**src/rtl/mm_pkg.sv**
```systemverilog
// mm_pkg: state encoding shared by the matrix-multiply controller and its users.
package mm_pkg;
   typedef enum logic [2:0] {
      IDLE  = 3'd0,
      LOAD  = 3'd1,
      INIT  = 3'd2,
      MAC   = 3'd3,
      DRAIN = 3'd4,
      WRITE = 3'd5,
      DONE  = 3'd6
   } mm_state_t;
endpackage

```
**src/rtl/mm_controller.sv**
```systemverilog
// mm_controller: walks every output element of C = A*B, driving buffer reads,
// accumulator control and result writes for the matrix-multiply datapath.
module mm_controller
   import mm_pkg::*;
#(
   parameter int N = 8,
   parameter int M = 6
) (
   input  logic         clk,
   input  logic         rst,
   input  logic         start,
   input  logic [N-1:0] dim0,
   input  logic [N-1:0] dim1,
   input  logic [N-1:0] dim2,
   output logic         loaddim,
   output logic [M-1:0] aadr,
   output logic [M-1:0] badr,
   output logic         abufread,
   output logic         bbufread,
   output logic         init0reg,
   output logic         ldreg,
   output logic         res_we,
   output logic [M-1:0] resadr,
   output logic         busy,
   output logic         done
);
   mm_state_t state, state_n;
   logic [N-1:0] d0, d1, d2, i, j, k;
   logic [M-1:0] abase, bptr, radr;
   logic last_i, last_j, last_k, zero;

   assign last_i = i == d0 - N'(1);
   assign last_j = j == d2 - N'(1);
   assign last_k = k == d1 - N'(1);
   assign zero   = d0 == '0 || d1 == '0 || d2 == '0;

   always_ff @(posedge clk or posedge rst) begin
      if (rst) begin
         state <= IDLE;
         {d0, d1, d2, i, j, k} <= '0;
         {abase, bptr, radr} <= '0;
         ldreg <= 1'b0;
      end else begin
         state <= state_n;
         ldreg <= state == MAC;
         case (state)
            IDLE: if (start) {d0, d1, d2} <= {dim0, dim1, dim2};
            LOAD: begin
               {i, j, k} <= '0;
               {abase, bptr, radr} <= '0;
            end
            INIT: begin
               k    <= '0;
               bptr <= '0;
            end
            MAC: begin
               k    <= k + N'(1);
               bptr <= bptr + M'(d2);
            end
            WRITE: begin
               radr <= radr + M'(1);
               // row wrap: column restarts and the A row base steps by the inner size
               if (last_j) begin
                  j     <= '0;
                  i     <= i + N'(1);
                  abase <= abase + M'(d1);
               end else
                  j <= j + N'(1);
            end
            default: ;
         endcase
      end
   end

   always_comb begin
      state_n  = state;
      loaddim  = state == LOAD;
      abufread = state == MAC;
      bbufread = state == MAC;
      init0reg = state == INIT;
      res_we   = state == WRITE;
      busy     = state != IDLE;
      done     = state == DONE;
      aadr     = abufread ? abase + M'(k) : '0;
      badr     = abufread ? bptr + M'(j) : '0;
      resadr   = res_we ? radr : '0;
      case (state)
         IDLE:    state_n = start ? LOAD : IDLE;
         LOAD:    state_n = zero ? DONE : INIT;
         INIT:    state_n = MAC;
         MAC:     state_n = last_k ? DRAIN : MAC;
         DRAIN:   state_n = WRITE;
         WRITE:   state_n = (last_i && last_j) ? DONE : INIT;
         DONE:    state_n = IDLE;
         default: state_n = IDLE;
      endcase
   end
endmodule

```
**config.mk**
```make
export PLATFORM = sky130hd
export DESIGN_NAME = mm_controller
export DESIGN_NICKNAME = d
export VERILOG_FILES = /design/src/rtl/mm_pkg.sv /design/src/rtl/mm_controller.sv
export SDC_FILE = /design/constraint.sdc
export NUM_CORES = 1
export LEC_CHECK = 0
export CORE_AREA = 2 2 112 114
export DETAILED_ROUTE_END_ITERATION = 7
export DIE_AREA = 0 0 114 116
export PLACE_DENSITY = 0.58
export REMOVE_ABC_BUFFERS = 1
export SLEW_MARGIN = 20
export SYNTH_ARGS = -nofsm -noshare
export SYNTH_HDL_FRONTEND = slang
export SYNTH_SLANG_ARGS = --single-unit
```
**constraint.sdc**
```tcl
create_clock -name clk -period 2.38 [get_ports clk]
set_input_delay 0.238 -clock clk [delete_from_list [all_inputs] [get_ports clk]]
set_output_delay 0.238 -clock clk [all_outputs]
set_load 0.1 [all_outputs]
```
==> flow_metrics.env <==
export IMPL_yosysWarnings=0
export IMPL_path_max_fanout=5
export IMPL_crit_chain="inv_1 > ha_4 > or3b_4 > a211oi_4 > o2111ai_4 > buf_6 > o31ai_4 > buf_4 > buf_6 > a21oi_1 > a21o_1"
export IMPL_relSlewSlack_pct=54.9
export IMPL_die_x_um=114
export IMPL_final_util_pct=55.1
export IMPL_nets=663
export IMPL_timing_hold_ws_ns=0.249
export IMPL_drive_gt1_share_pct=26.6
export IMPL_port_buffers=52
export IMPL_cp_buffers_inverters=4
export IMPL_skew_ns=0.00686
export IMPL_synth_area_sq_um=4690
export IMPL_n_fill_cell=1070
export IMPL_grt_antenna_before_repair=0
export IMPL_routabilityCongestion=0.828
export IMPL_vias_per_cell=5.36
export IMPL_p_total_mw=6.92
export IMPL_drtAntennaViolNets=0
export IMPL_hp_class="input pin to asynchronous set/reset pin"
export IMPL_critPathArrivalTime_ns=2.69
export IMPL_r2r_end="j[5]"
export IMPL_multiInputGateArea_sq_um=2970
export IMPL_layout_setup_ws_ns=-0.0784
export IMPL_synthArstFlopShare_pct=100
export IMPL_finalInstanceArea_sq_um=6560
export IMPL_critPathTopFamily="compound AO/OA/AOI/OAI gates"
export IMPL_wire_per_inst_um=15.9
export IMPL_register_area_sq_um=1760
export IMPL_max_freq_mhz=407
export IMPL_dp_cells=721
export IMPL_start_kind="flip-flop"
export IMPL_rr_worst_depth=11
export IMPL_syn_inst=506
export IMPL_slew_violations=0
export IMPL_r2r_start="d2[1]"
export IMPL_fin_crit_ns=2.46
export IMPL_core_sq_um=11900
export IMPL_synth_most_common_cell="dfrtp_1"
export IMPL_reg2reg_slack_ns=-0.08
export IMPL_grt_pass1_wl_um=19300
export IMPL_clk_pin_slew_ns=0.06
export IMPL_synthTopCellsByArea="dfrtp_1 (37%), ha_1 (7.7%), xnor2_1 (6.9%), mux2_2 (4.8%), nand2_1 (4.7%)"
export IMPL_areaGrowthSynthToFinish_pct=39.8
export IMPL_grt_usage_pct=18.8
export IMPL_violations="setup timing"
export IMPL_worst_slew_pin_slew_ns=0.672
export IMPL_yosysSeqAreaShare_pct=37.3
export IMPL_dpl_hpwl_um=8790
export IMPL_grt_overflow=0
export IMPL_max_stage_delay_ns=0.38
export IMPL_wirelength_um=12000
export IMPL_io_pins=53
export IMPL_synth_area_leader_cell="dfrtp_1"
export IMPL_antenna_cells=0
export IMPL_numCtsBuffers=9
export IMPL_synth_edff_count=0
export IMPL_finalSetupTns_ns=-0.260
export IMPL_finalNonFillerCells=755
export IMPL_critPathCaptureType="flip-flop"
export IMPL_ir_drop_v=0.000506
export IMPL_cts_tree="done"
export IMPL_clk_path_buf_depth=2
export IMPL_netlist_top_cells_count="dfrtp_1 (70), nand2_1 (59), o21ai_0 (37), xnor2_1 (37), nor2_1 (34)"
export IMPL_synth_seq_cells=70
export IMPL_p_leak_nw=2.87
export IMPL_pre_cts_ws_ns=-0.118
export IMPL_crit_top_cell="buf_6"
export IMPL_start_util_pct=39.4
export IMPL_drv_cap=0
export IMPL_worst_skew_pair_late_latency_ns=0.35
export IMPL_netlist_area_leader_share_pct=37.3
export IMPL_ys_types=57
export IMPL_outcome="finished, violations left"
export IMPL_cpMaxStageDelayCell="or3b_4"
export IMPL_setup_viol=6
export IMPL_powerDensity_nw_per_um2=1050
export IMPL_num_rows=40
export IMPL_drcViolationCount=0
export IMPL_critPathLaunch="d2[1]"
export IMPL_postSynthAreaPerCell_sq_um=9.28
export IMPL_drt_iter0_drc=269
export IMPL_grt_pass1_vias=3999
export IMPL_rsz0062_at_grt="true"
export IMPL_placed_cell_area_sq_um=5830
export IMPL_fp_dieArea_sq_um=13200
export IMPL_finalHoldViolCount=0
export IMPL_ys_flop_type="dfrtp_1"
export IMPL_grt_max_degree=28
export IMPL_period_share_pct=103
export IMPL_dieHeight_um=116
export IMPL_crit_type="flip-flop to flip-flop"
export IMPL_cts_max_level=3
export IMPL_cts_root_buffer="clkbuf_16"
export IMPL_vias=4048
export IMPL_cts_sinks=70
export IMPL_required_ns=2.61
export IMPL_drt_first_pass_iters=4
placed cells by master (no fill, tap or decap), types with 13 or more instances in the layout:
master and count:
o21ai_0 30, xor2_1 15, ha_1 24, nand2_1 59
mux2_2 19, xnor2_1 37, a21oi_1 16, clkdlybuf4s50_1 26
nor2_1 30, nand3_1 13, buf_12 25, buf_4 46
inv_1 17, dfrtp_1 64
layout make-up:
| cell class | instances | share of cell area, % |
|---|---|---|
| clock buffer | 10 | 3.64 |
| clock inverter | 6 | 2.02 |
| inverter | 21 | 1.26 |
| multi-input combinational | 396 | 45.3 |
| sequential | 70 | 26.8 |
| tap | 147 | 2.80 |
| timing repair buffer | 105 | 18.2 |
routing by layer:
metal  track usage (%)  vias up  share of wire (%)
li1                  -     1988                  -
met5                 0        -                  0
met4              6.50        0                1.8
met3              4.39       20                3.4
met2              32.7       71                 51
met1              22.9     1969                 44
state kept, by name (all words and copies together) (netlist names):
name	flops
d0	8
d1	8
d2	8
i	8
j	8
k	8
abase	6
bptr	6
radr	6
state	3
ldreg	1
power breakdown:
| part | total [mW] | switching, mW | internal [mW] |
|---|---|---|---|
| clock network | 1.69 | 0.534 | 1.16 |
| registers | 1.63 | 0.252 | 1.38 |
| logic | 3.60 | 2.19 | 1.41 |
cells by family after synthesis:
| logic type | count (synthesis) | synth area share, % |
|---|---|---|
| and+or+nand+nor | 173 | 18.6 |
| AOI/OAI and AO/OA | 112 | 15.5 |
| DFF | 70 | 37.3 |
| xor gates and xnor gates | 54 | 10.1 |
| buffers and inverters | 40 | 3.52 |
| adders and majority gates | 33 | 9.44 |
| muxes | 24 | 5.65 |
worst max path at each step:
stage,endpoint,depth (start not counted)
2_1_floorplan,aadr[0],4
3_3_place_gp,i[2],9
3_5_place_dp,i[2],9
4_1_cts,badr[5],8
5_1_grt,j[5],11
6_report,j[5],11
what timing repair did:
action,CTS,global route
pin swaps,12,17
gates resized for setup,16,46
gates cloned,1,1
hold buffers,0,0
endpoints found under the hold margin,0,0
setup buffers,6,11
endpoints found under the setup margin,10,25
No activity file was read; power rests on OpenSTA's default activity.
